## src/rtl/reorder_buffer_pkg.sv

```systemverilog
// reorder_buffer_pkg: shared ROB sizing, iType encodings and entry layout.
package reorder_buffer_pkg;
  localparam int ROB_SIZE = 8;
  localparam int ROB_IDX_W = $clog2(ROB_SIZE);
  localparam logic [3:0] IT_ADD = 4'd0, IT_ADDI = 4'd1, IT_LOAD = 4'd2, IT_STORE = 4'd3,
                         IT_BRANCH = 4'd4, IT_JAL = 4'd5, IT_JALR = 4'd6;
  typedef struct packed {
    logic        valid;
    logic        done;
    logic        mispredict;
    logic [4:0]  rd;
    logic [3:0]  itype;
    logic [31:0] data;
    logic [31:0] target;
  } rob_entry_t;
  function automatic logic writes_reg(input logic [3:0] itype, input logic [4:0] rd);
    return itype != IT_STORE && itype != IT_BRANCH && rd != 5'd0;
  endfunction
endpackage

```

## src/rtl/reorder_buffer_if.sv

```systemverilog
// reorder_buffer_if: issue, CDB, query, commit and flush signals of the ROB.
interface reorder_buffer_if #(parameter int SIZE = 8, parameter int IDX_W = $clog2(SIZE));
  logic              alloc_valid_in;
  logic [4:0]        alloc_rd_in;
  logic [3:0]        alloc_itype_in;
  logic              alloc_ready_out;
  logic [IDX_W-1:0]  alloc_idx_out;
  logic              cdb_valid_in;
  logic [IDX_W-1:0]  cdb_rob_idx_in;
  logic [31:0]       cdb_data_in;
  logic              cdb_mispredict_in;
  logic [31:0]       cdb_target_in;
  logic [IDX_W-1:0]  q1_idx_in, q2_idx_in;
  logic              q1_ready_out, q2_ready_out;
  logic [31:0]       q1_data_out, q2_data_out;
  logic              commit_valid_out, commit_we_out;
  logic [4:0]        commit_rd_out;
  logic [31:0]       commit_data_out;
  logic [IDX_W-1:0]  commit_idx_out;
  logic              flush_out;
  logic [31:0]       flush_pc_out;
  logic [SIZE*5-1:0] flush_addrs_out;
  logic [IDX_W:0]    count_out;
  modport master (
    output alloc_valid_in, alloc_rd_in, alloc_itype_in, cdb_valid_in, cdb_rob_idx_in, cdb_data_in,
           cdb_mispredict_in, cdb_target_in, q1_idx_in, q2_idx_in,
    input  alloc_ready_out, alloc_idx_out, q1_ready_out, q2_ready_out, q1_data_out, q2_data_out,
           commit_valid_out, commit_we_out, commit_rd_out, commit_data_out, commit_idx_out,
           flush_out, flush_pc_out, flush_addrs_out, count_out
  );
  modport slave (
    input  alloc_valid_in, alloc_rd_in, alloc_itype_in, cdb_valid_in, cdb_rob_idx_in, cdb_data_in,
           cdb_mispredict_in, cdb_target_in, q1_idx_in, q2_idx_in,
    output alloc_ready_out, alloc_idx_out, q1_ready_out, q2_ready_out, q1_data_out, q2_data_out,
           commit_valid_out, commit_we_out, commit_rd_out, commit_data_out, commit_idx_out,
           flush_out, flush_pc_out, flush_addrs_out, count_out
  );
endinterface

```

## src/rtl/reorder_buffer_lookup.sv

```systemverilog
// rob_lookup: one operand-tag query port; ROB_CDB_FWD_EN adds same-cycle CDB forwarding.
module rob_lookup #(parameter int IDX_W = 3) (
  input  logic [IDX_W-1:0] q_idx,
  input  logic             valid,
  input  logic             done,
  input  logic [31:0]      data,
  input  logic             cdb_valid,
  input  logic [IDX_W-1:0] cdb_idx,
  input  logic [31:0]      cdb_data,
  output logic             ready,
  output logic [31:0]      q_data
);
`ifdef ROB_CDB_FWD_EN
  localparam bit FWD = 1'b1;
`else
  localparam bit FWD = 1'b0;
`endif
  logic hit;
  assign hit = FWD && cdb_valid && cdb_idx == q_idx;
  assign ready = valid && (done || hit);
  assign q_data = !ready ? 32'd0 : hit ? cdb_data : data;
endmodule

```

## src/rtl/reorder_buffer.sv

```systemverilog
// reorder_buffer: circular in-order ROB with CDB capture, in-order commit and mispredict flush.
// Optional ROB_CDB_FWD_EN: query ports forward same-cycle CDB results.
module reorder_buffer import reorder_buffer_pkg::*; #(
  parameter int SIZE = ROB_SIZE,
  parameter int IDX_W = $clog2(SIZE)
) (
  input logic clk_in,
  input logic rst_in,
  reorder_buffer_if.slave rob
);
  localparam logic [IDX_W:0] CAP = (IDX_W+1)'(SIZE);
  rob_entry_t ent [SIZE];
  rob_entry_t hd;
  logic [IDX_W-1:0] head, tail;
  logic [IDX_W:0] count;
  logic do_alloc, do_commit, do_flush;
  logic [SIZE*5-1:0] live_rds;
  assign hd = ent[head];
  assign rob.alloc_ready_out = rst_in && !rob.flush_out && count < CAP;
  assign rob.alloc_idx_out = tail;
  assign rob.count_out = count;
  assign do_alloc = rob.alloc_valid_in && rob.alloc_ready_out;
  assign do_commit = hd.valid && hd.done;
  assign do_flush = do_commit && hd.mispredict;
  for (genvar i = 0; i < SIZE; i++) begin : g_rd
    assign live_rds[5*i +: 5] = ent[i].valid ? ent[i].rd : 5'd0;
  end
  rob_lookup #(.IDX_W(IDX_W)) u_q1 (
    .q_idx(rob.q1_idx_in), .valid(ent[rob.q1_idx_in].valid), .done(ent[rob.q1_idx_in].done),
    .data(ent[rob.q1_idx_in].data), .cdb_valid(rob.cdb_valid_in), .cdb_idx(rob.cdb_rob_idx_in),
    .cdb_data(rob.cdb_data_in), .ready(rob.q1_ready_out), .q_data(rob.q1_data_out)
  );
  rob_lookup #(.IDX_W(IDX_W)) u_q2 (
    .q_idx(rob.q2_idx_in), .valid(ent[rob.q2_idx_in].valid), .done(ent[rob.q2_idx_in].done),
    .data(ent[rob.q2_idx_in].data), .cdb_valid(rob.cdb_valid_in), .cdb_idx(rob.cdb_rob_idx_in),
    .cdb_data(rob.cdb_data_in), .ready(rob.q2_ready_out), .q_data(rob.q2_data_out)
  );
  always_ff @(posedge clk_in or negedge rst_in) begin
    if (!rst_in) begin
      head <= '0;
      tail <= '0;
      count <= '0;
      for (int i = 0; i < SIZE; i++) ent[i] <= '0;
      rob.commit_valid_out <= 1'b0;
      rob.commit_we_out <= 1'b0;
      rob.commit_rd_out <= '0;
      rob.commit_data_out <= '0;
      rob.commit_idx_out <= '0;
      rob.flush_out <= 1'b0;
      rob.flush_pc_out <= '0;
      rob.flush_addrs_out <= '0;
    end else begin
      rob.commit_valid_out <= do_commit;
      rob.commit_we_out <= do_commit && !hd.mispredict && writes_reg(hd.itype, hd.rd);
      rob.flush_out <= do_flush;
      if (do_commit) begin
        rob.commit_rd_out <= hd.rd;
        rob.commit_data_out <= hd.data;
        rob.commit_idx_out <= head;
      end
      if (do_flush) begin
        rob.flush_pc_out <= hd.target;
        rob.flush_addrs_out <= live_rds;
        head <= '0;
        tail <= '0;
        count <= '0;
        for (int i = 0; i < SIZE; i++) ent[i] <= '0;
      end else begin
        if (rob.cdb_valid_in && ent[rob.cdb_rob_idx_in].valid) begin
          ent[rob.cdb_rob_idx_in].done <= 1'b1;
          ent[rob.cdb_rob_idx_in].data <= rob.cdb_data_in;
          ent[rob.cdb_rob_idx_in].mispredict <= rob.cdb_mispredict_in;
          ent[rob.cdb_rob_idx_in].target <= rob.cdb_target_in;
        end
        // the tail slot is never the committing head unless full, when alloc is blocked
        if (do_alloc)
          ent[tail] <= '{valid: 1'b1, done: 1'b0, mispredict: 1'b0, rd: rob.alloc_rd_in,
                         itype: rob.alloc_itype_in, data: '0, target: '0};
        if (do_commit) begin
          ent[head].valid <= 1'b0;
          head <= head + IDX_W'(1);
        end
        tail <= tail + IDX_W'(do_alloc);
        count <= count + (IDX_W+1)'(do_alloc) - (IDX_W+1)'(do_commit);
      end
    end
  end
endmodule

```

## src/flat_wrapper.sv

```systemverilog
// flat-port wrapper written by rule: the top's interface ports become plain ports
module reorder_buffer_flat import reorder_buffer_pkg::*;
#(
  parameter int SIZE = ROB_SIZE,
  parameter int IDX_W = $clog2(SIZE)
)
  (clk_in, rst_in, rob_alloc_valid_in, rob_alloc_rd_in, rob_alloc_itype_in, rob_cdb_valid_in, rob_cdb_rob_idx_in, rob_cdb_data_in, rob_cdb_mispredict_in, rob_cdb_target_in, rob_q1_idx_in, rob_q2_idx_in, rob_alloc_ready_out, rob_alloc_idx_out, rob_q1_ready_out, rob_q2_ready_out, rob_q1_data_out, rob_q2_data_out, rob_commit_valid_out, rob_commit_we_out, rob_commit_rd_out, rob_commit_data_out, rob_commit_idx_out, rob_flush_out, rob_flush_pc_out, rob_flush_addrs_out, rob_count_out);
  reorder_buffer_if #(.SIZE(SIZE), .IDX_W(IDX_W)) rob_i ();
  input logic clk_in;
  input logic rst_in;
  input wire logic [$bits(rob_i.alloc_valid_in)-1:0] rob_alloc_valid_in;
  input wire logic [$bits(rob_i.alloc_rd_in)-1:0] rob_alloc_rd_in;
  input wire logic [$bits(rob_i.alloc_itype_in)-1:0] rob_alloc_itype_in;
  input wire logic [$bits(rob_i.cdb_valid_in)-1:0] rob_cdb_valid_in;
  input wire logic [$bits(rob_i.cdb_rob_idx_in)-1:0] rob_cdb_rob_idx_in;
  input wire logic [$bits(rob_i.cdb_data_in)-1:0] rob_cdb_data_in;
  input wire logic [$bits(rob_i.cdb_mispredict_in)-1:0] rob_cdb_mispredict_in;
  input wire logic [$bits(rob_i.cdb_target_in)-1:0] rob_cdb_target_in;
  input wire logic [$bits(rob_i.q1_idx_in)-1:0] rob_q1_idx_in;
  input wire logic [$bits(rob_i.q2_idx_in)-1:0] rob_q2_idx_in;
  output wire logic [$bits(rob_i.alloc_ready_out)-1:0] rob_alloc_ready_out;
  output wire logic [$bits(rob_i.alloc_idx_out)-1:0] rob_alloc_idx_out;
  output wire logic [$bits(rob_i.q1_ready_out)-1:0] rob_q1_ready_out;
  output wire logic [$bits(rob_i.q2_ready_out)-1:0] rob_q2_ready_out;
  output wire logic [$bits(rob_i.q1_data_out)-1:0] rob_q1_data_out;
  output wire logic [$bits(rob_i.q2_data_out)-1:0] rob_q2_data_out;
  output wire logic [$bits(rob_i.commit_valid_out)-1:0] rob_commit_valid_out;
  output wire logic [$bits(rob_i.commit_we_out)-1:0] rob_commit_we_out;
  output wire logic [$bits(rob_i.commit_rd_out)-1:0] rob_commit_rd_out;
  output wire logic [$bits(rob_i.commit_data_out)-1:0] rob_commit_data_out;
  output wire logic [$bits(rob_i.commit_idx_out)-1:0] rob_commit_idx_out;
  output wire logic [$bits(rob_i.flush_out)-1:0] rob_flush_out;
  output wire logic [$bits(rob_i.flush_pc_out)-1:0] rob_flush_pc_out;
  output wire logic [$bits(rob_i.flush_addrs_out)-1:0] rob_flush_addrs_out;
  output wire logic [$bits(rob_i.count_out)-1:0] rob_count_out;
  assign rob_i.alloc_valid_in = rob_alloc_valid_in;
  assign rob_i.alloc_rd_in = rob_alloc_rd_in;
  assign rob_i.alloc_itype_in = rob_alloc_itype_in;
  assign rob_i.cdb_valid_in = rob_cdb_valid_in;
  assign rob_i.cdb_rob_idx_in = rob_cdb_rob_idx_in;
  assign rob_i.cdb_data_in = rob_cdb_data_in;
  assign rob_i.cdb_mispredict_in = rob_cdb_mispredict_in;
  assign rob_i.cdb_target_in = rob_cdb_target_in;
  assign rob_i.q1_idx_in = rob_q1_idx_in;
  assign rob_i.q2_idx_in = rob_q2_idx_in;
  assign rob_alloc_ready_out = rob_i.alloc_ready_out;
  assign rob_alloc_idx_out = rob_i.alloc_idx_out;
  assign rob_q1_ready_out = rob_i.q1_ready_out;
  assign rob_q2_ready_out = rob_i.q2_ready_out;
  assign rob_q1_data_out = rob_i.q1_data_out;
  assign rob_q2_data_out = rob_i.q2_data_out;
  assign rob_commit_valid_out = rob_i.commit_valid_out;
  assign rob_commit_we_out = rob_i.commit_we_out;
  assign rob_commit_rd_out = rob_i.commit_rd_out;
  assign rob_commit_data_out = rob_i.commit_data_out;
  assign rob_commit_idx_out = rob_i.commit_idx_out;
  assign rob_flush_out = rob_i.flush_out;
  assign rob_flush_pc_out = rob_i.flush_pc_out;
  assign rob_flush_addrs_out = rob_i.flush_addrs_out;
  assign rob_count_out = rob_i.count_out;
  reorder_buffer #(.SIZE(SIZE), .IDX_W(IDX_W)) u_core (.clk_in(clk_in), .rst_in(rst_in), .rob(rob_i));
endmodule
```

## config.mk

```make
export PLATFORM = sky130hd
export DESIGN_NAME = reorder_buffer_flat
export DESIGN_NICKNAME = d
export VERILOG_FILES = /design/src/rtl/reorder_buffer_pkg.sv /design/src/rtl/reorder_buffer_if.sv /design/src/rtl/reorder_buffer_lookup.sv /design/src/rtl/reorder_buffer.sv /design/src/flat_wrapper.sv
export SDC_FILE = /design/constraint.sdc
export NUM_CORES = 2
export LEC_CHECK = 0
export ABC_AREA = 1
export CAP_MARGIN = 0
export CORE_MARGIN = 5
export CORE_UTILIZATION = 39
export DETAILED_ROUTE_END_ITERATION = 16
export GPL_ROUTABILITY_DRIVEN = 0
export REMOVE_ABC_BUFFERS = 1
export SLEW_MARGIN = 20
export SYNTH_ARGS = -nofsm -noshare
export SYNTH_HDL_FRONTEND = slang
export SYNTH_SLANG_ARGS = --single-unit
```

## constraint.sdc

```tcl
create_clock -name clk_in -period 3 [get_ports clk_in]
set_input_delay 0.3 -clock clk_in [delete_from_list [all_inputs] [get_ports clk_in]]
set_output_delay 0.3 -clock clk_in [all_outputs]
set_load 0.02 [all_outputs]
```

# After elaboration in Yosys (flattened, before gate mapping)
# Index checks and enable logic that the tools add are counted.
totals:
  ff_bits: 733
  inputBits: 87
  out_inout_bits: 189
  elab_cells: 156
classes:
  add_sub_neg: 4
  magnitude_cmp: 9
  eq_ne: 2
  n_mux: 50
  bitwise: 5
  reduce_logical: 19
ops:
  columns: ["operator", "count"]
  rows:
  - ["608-bit bitwise mux", 6]
  - ["608-bit 2-to-1 mux", 6]
  - ["76-bit demux with 3-bit select", 6]
  - ["76-bit binary-select mux with 3-bit select", 4]
  - ["76-bit 2-to-1 mux", 10]
  - ["32-bit 2-to-1 mux", 3]
  - ["75-bit 2-to-1 mux", 1]
  - ["74-bit 2-to-1 mux", 1]
  - ["64-bit 2-to-1 mux", 1]
  - ["5-bit 2-to-1 mux", 8]
  - ["4-bit >= comparator, second input constant", 5]
  - ["3-bit inverter with 4-bit output", 5]
  - ["1-bit logical AND", 15]
  - ["4-bit by 1-bit less-than comparator with 1-bit output, second input constant", 3]
  - ["3-bit 2-to-1 mux", 3]
  - ["5-bit nonzero test", 1]
  - ["4-bit by 1-bit adder with 4-bit output", 1]
  - ["4-bit less-than comparator, second input constant", 1]
  - ["4-bit 2-to-1 mux", 1]
  - ["4-bit by 2-bit != test with 1-bit output, second input constant", 1]
  - ["4-bit by 3-bit != test with 1-bit output, second input constant", 1]
  - ["4-bit by 1-bit subtractor with 4-bit output", 1]
  - ["3-bit by 1-bit adder with 3-bit output", 1]
  - ["3-bit by 1-bit adder with 3-bit output, second input constant", 1]
  - ["2 further kinds", 3]

# Logic depth before layout (Yosys ltp)
logic_depth:
  ltp_word: 17
  ltp_mapped: 18
  ltp_nobuf: 16

# Cells and area by module
# Synthesis repeated with hierarchy kept, for this count alone.
hier_totals:
  hier_cells: 7073
  hier_area_um2: 46906.2
modules_own_cells:
  columns: ["mod", "n_inst", "cells_each", "area_per_inst_um2", "seq_area_each_um2"]
  rows:
  - ["reorder_buffer", 1, 6935, 46193.1, 18342.6]
  - ["rob_lookup", 2, 69, 356.6, 0.0]

# Least setup slack after synthesis
# Ideal clock, no wire load.
synth_path:
  path_type: "register -> register"
  startpoint: "register u_core.head[0]"
  endpoint: "register u_core.count[2] (netlist: u_core.rob.count_out[2])"
  setup_ns: 0.113
  arrival_time_ns: 2.480
  t_required_ns: 2.887
  slack_ns: 0.407
  path_stages_with_launch: 18
  n_path_buf: 2
  period_less_slack_ns: 2.593
  path_cell_list: "dfrtp_1 inv_2 buf_2 nand2_1 nand3_1 nand2_1 inv_1 nand2_1 nand2_1 inv_2 buf_2 ha_1 inv_1 ha_1 fa_1 xor2_1 nand2_1 inv_1"
synth_via:
  elab_chain_cells: 7
  elab_cells_between_ends: 8
  classes_between: "add/sub: 1; mux: 4; bitwise: 1; reduce/logical: 2"
synth_lines:
  columns: ["item", "line_no", "text"]
  rows:
  - ["start: declaration", "reorder_buffer.sv:14", "logic [IDX_W-1:0] head, tail;"]
  - ["start signal: assignment", "reorder_buffer.sv:81", "head <= head + IDX_W'(1);"]
  - ["3-bit inverter with 4-bit output (not written as such) *", "reorder_buffer.sv:18", "assign hd = ent[head];"]
  - ["76-bit binary-select mux with 3-bit select *", "reorder_buffer.sv:18", null]
  - ["76-bit 2-to-1 mux (not written as such) * (2 in series)", "reorder_buffer.sv:18", null]
  - ["1-bit logical AND *", "reorder_buffer.sv:23", "assign do_commit = hd.valid && hd.done;"]
  - ["net u_core.do_commit", "reorder_buffer.sv:16", "logic do_alloc, do_commit, do_flush;"]
  - ["4-bit by 1-bit subtractor with 4-bit output / 1-bit logical AND (equally long branches)", "reorder_buffer.sv:84, reorder_buffer.sv:24", null]
  - ["4-bit 2-to-1 mux *", "reorder_buffer.sv:61", "if (do_flush) begin"]
  - ["end signal: assignment", "reorder_buffer.sv:84", "count <= count + (IDX_W+1)'(do_alloc) - (IDX_W+1)'(do_commit);"]
  - ["end: declaration", "reorder_buffer.sv:15", "logic [IDX_W:0] count;"]
# Mark *: on every way through the listed nets, which the timed path passes. The rest lies on a longest branch. The select of a mux whose other input is x is not followed.
# A chain may end at the register's enable or synchronous reset.

# Worst setup path after layout
layout_path:
  startpoint: "register u_core.ent[151] in the netlist's numbering"
  endpoint: "output port rob_q2_data_out[0]"
layout_via:
  elab_chain_cells: 5
layout_lines:
  columns: ["item", "line_no", "text"]
  rows:
  - ["start: declaration", "reorder_buffer.sv:12", "rob_entry_t ent [SIZE];"]
  - ["start signal: indexed assignment", "reorder_buffer.sv:77", "ent[tail] <= '{valid: 1'b1, done: 1'b0, mispredict: 1'b0, rd: rob.alloc_rd_in,"]
  - ["76-bit binary-select mux with 3-bit select", "reorder_buffer.sv:34", ".q_idx(rob.q2_idx_in), .valid(ent[rob.q2_idx_in].valid), .done(ent[rob.q2_idx_in].done),"]
  - ["76-bit 2-to-1 mux (not written as such) (2 in series)", "reorder_buffer.sv:34", null]
  - ["1-bit logical AND", "reorder_buffer_lookup.sv:20", "assign ready = valid && (done || hit);"]
  - ["32-bit 2-to-1 mux", "reorder_buffer_lookup.sv:21", "assign q_data = !ready ? 32'd0 : hit ? cdb_data : data;"]
  - ["end: declaration", "flat_wrapper.sv:26", "output wire logic [$bits(rob_i.q2_data_out)-1:0] rob_q2_data_out;"]
# No other way between the ends. The select of a mux whose other input is x is not followed.

==> out/metrics.cfg <==
[run_status]
status=completed

[worst_setup_path]
setup.worst_path.end_class=output port
crit_fanout=12
critPathLaunchType=flip-flop
critPathKind=flip-flop to output port
arrival_ns=2.60
required_ns=2.70

[timing]
fin_skew_ns=0.0237
post-route-period-util_pct=96.6
setup_viol=0
rsz0062_at_grt=false
finalMaxSlewViolations=0
hold_ws_ns=0.224
tightest_slew_ns=1.12
finalCriticalPeriod_ns=2.90
max_freq_mhz=345
slew_headroom_pct=25.2
hold_viol_final=0

[synthesis]
ys_ff_latch=733
synthesis.area_um2=46500
ys_seq_area_share_pct=39.4
syn_avg_cell_area_um2=6.54
ys_types=28
yosysWarnings=0
synthCells=7113

[pwr]
peakVddDrop_mv=0.567
power_leakage_nw=30.2
clkPwrFrac_pct=22.0
p_int_w=0.0291
p_per_area_nw_per_um2=948
p_sw_share_pct=43.6
power_frac_comb_pct=46.1
p_switching_w=0.0225
seqPwrFrac_pct=32.0

[clock_network]
cts_setup_buffers=0
cts_sinks=733
clk_pin_slew_worst_paths_ns=0.06
htree_num_levels=3
clk_path_buf_depth=3
cts_buffers=90
cts_tree=yes
clockRootBuffer=clkbuf_16
clk_latency_ns=0.67

[place]
dp.cells=8528
post-dp-hpwl_um=105000
dpl_cell_area_um2=51400
io_buffers=275

[layout]
final_util_pct=46.0
layout_common_cells=1340 x nand2_1, 1302 x inv_1, 860 x nor2_1, 729 x dfrtp_1, 571 x nand3_1
drive_gt1_share_pct=5.80
design_area_um2=54400
syn_to_final_growth_pct=16.9
fin_cells=8691
fin_nets=7180
layout_commonest_cell=nand2_1

[die]
dieWidth_um=355
dieArea_um2=126000
row_count=126
ios=276
die_h_um=355
core_um2=118000
start_util_pct=39.4

[global_routing]
first_global_vias=44900
antenna_found_initial=3
grt_max_degree=166
track_usage_pct=28.2
grt-ovfl-total=0
grt_pass1_wl_um=279000

[flow_run]
maxCapViolCount=0

[route]
first_pass_iters=6
wire_per_inst_um=21.2
totalWireLength_um=184000
drtAntennaViolNets=0
avgViaCountPerCell=5.49
num_vias=47700
drc_errors=0
drt_iter0_drc=5510

[min_path]
hold_class=primary input to flip-flop

-- registers in the layout, summed over array words and instances (netlist names), 4 cells and up --
register and count:
u_core.ent 608, u_core.rob.commit_data_out 32, u_core.rob.commit_rd_out 5, u_core.rob.count_out 4, u_core.rob.flush_addrs_out 40, u_core.rob.flush_pc_out 32
-- layout make-up --
type / count / area, um2
fillers: 12100 / 63800
multi-input cells: 4469 / 21000
flip-flops and latches: 733 / 18400
repair buffers: 479 / 5160
inverters: 1312 / 4930
clock buffers: 135 / 2640
well taps: 1536 / 1920
clock inverters: 25 / 362
diodes: 2 / 5.00
-- metal layers --
layer / up-vias / global-route usage [%] / part of all wire (%)
li1: 22500 / - / -
met1: 22300 / 37.8 / 41
met2: 2428 / 45.9 / 46
met3: 445 / 4.98 / 9.5
met4: 0 / 10.5 / 3.9
met5: - / 0 / 0
-- worst max-delay path: stages (launching register included) --
cell and delay (ns):
dfrtp_2 0.42, buf_4 0.18, a21oi_1 0.07, a211o_1 0.26, nand3_1 0.12, nand2_4 0.13
buf_6 0.20, nor2_1 0.20, buf_4 0.20, buf_4 0.15
-- power by group through the flow --
stage | Clock [W] | Combinational, W | Sequential, W
after detailed placement | 0 | 0.0235 | 0.0165
after floorplan | 0 | 0.0140 | 0.0169
after CTS | 0.0115 | 0.0236 | 0.0164
final | 0.0113 | 0.0237 | 0.0165
after global placement | 0 | 0.0233 | 0.0164
after global routing | 0.0119 | 0.0268 | 0.0169
-- through the flow --
stage	worst slack, ns	total power, W	setup TNS (ns)
finish	0.103	0.0516	0
global route	0.0201	0.0555	0
CTS	-0.134	0.0515	-0.267
detailed placement	0.255	0.0401	0
global placement	0.287	0.0397	0
floorplan	-16.49	0.0309	-
-- cell usage after synthesis --
master | n | area share [%]
a211o_1 | 1 | 0.019
o211ai_1 | 107 | 1.7
o21ai_0 | 567 | 6.1
inv_2 | 6 | 0.048
nor3b_1 | 1 | 0.016
nand2_2 | 1 | 0.013
dfrtp_1 | 733 | 39
nor2_1 | 874 | 7.1
buf_2 | 198 | 2.1
buf_1 | 90 | 0.73
nand4_1 | 521 | 7.0
inv_1 | 1306 | 11
xor2_1 | 4 | 0.075
a21oi_1 | 340 | 3.7
buf_4 | 3 | 0.048
fa_1 | 1 | 0.043
ha_1 | 7 | 0.19
nor2_2 | 2 | 0.027
xnor2_1 | 1 | 0.019
nand3_1 | 579 | 6.2
or2_2 | 4 | 0.054
nand2_1 | 1352 | 11
nand3_2 | 1 | 0.022
o21a_1 | 1 | 0.016
o2111ai_1 | 32 | 0.60
clkbuf_1 | 305 | 2.5
o21ai_1 | 73 | 0.79
buf_6 | 3 | 0.073
-- final timing paths --
path | end | from | depth (start not counted) | slack (ns)
worst min-delay path | u_core.ent[207] | rob_cdb_valid_in | 4 | 0.22
max in group asynchronous | u_core.rob.flush_pc_out[15] | rst_in | 4 | 1.20
min in group asynchronous | u_core.rob.flush_out | rst_in | 3 | 0.35
worst max register to register | u_core.rob.flush_pc_out[10] | u_core.head[0] | 7 | 0.22
worst min register to register | u_core.rob.commit_data_out[23] | u_core.rob.commit_data_out[23] | 2 | 0.47
worst max-delay path | rob_q2_data_out[0] | u_core.ent[151] | 9 | 0.10
-- logic make-up after synthesis --
family	Yosys count	share of synthesized area, %
AND/OR/NAND/NOR	3335	31.3
AO/OA/AOI/OAI	1121	12.9
buffers and inverters	1911	16.0
adder cells (fa/ha/maj)	8	0.231
XOR/XNOR	5	0.0941
flip-flops	733	39.4
-- repair_timing --
item / CTS / global route
resized for setup: 65 / 21
setup endpoints to repair: 64 / 42
endpoints found under the hold margin: 252 / 0
hold buffers: 1 / 0
No activity file was read; power rests on OpenSTA's default activity.
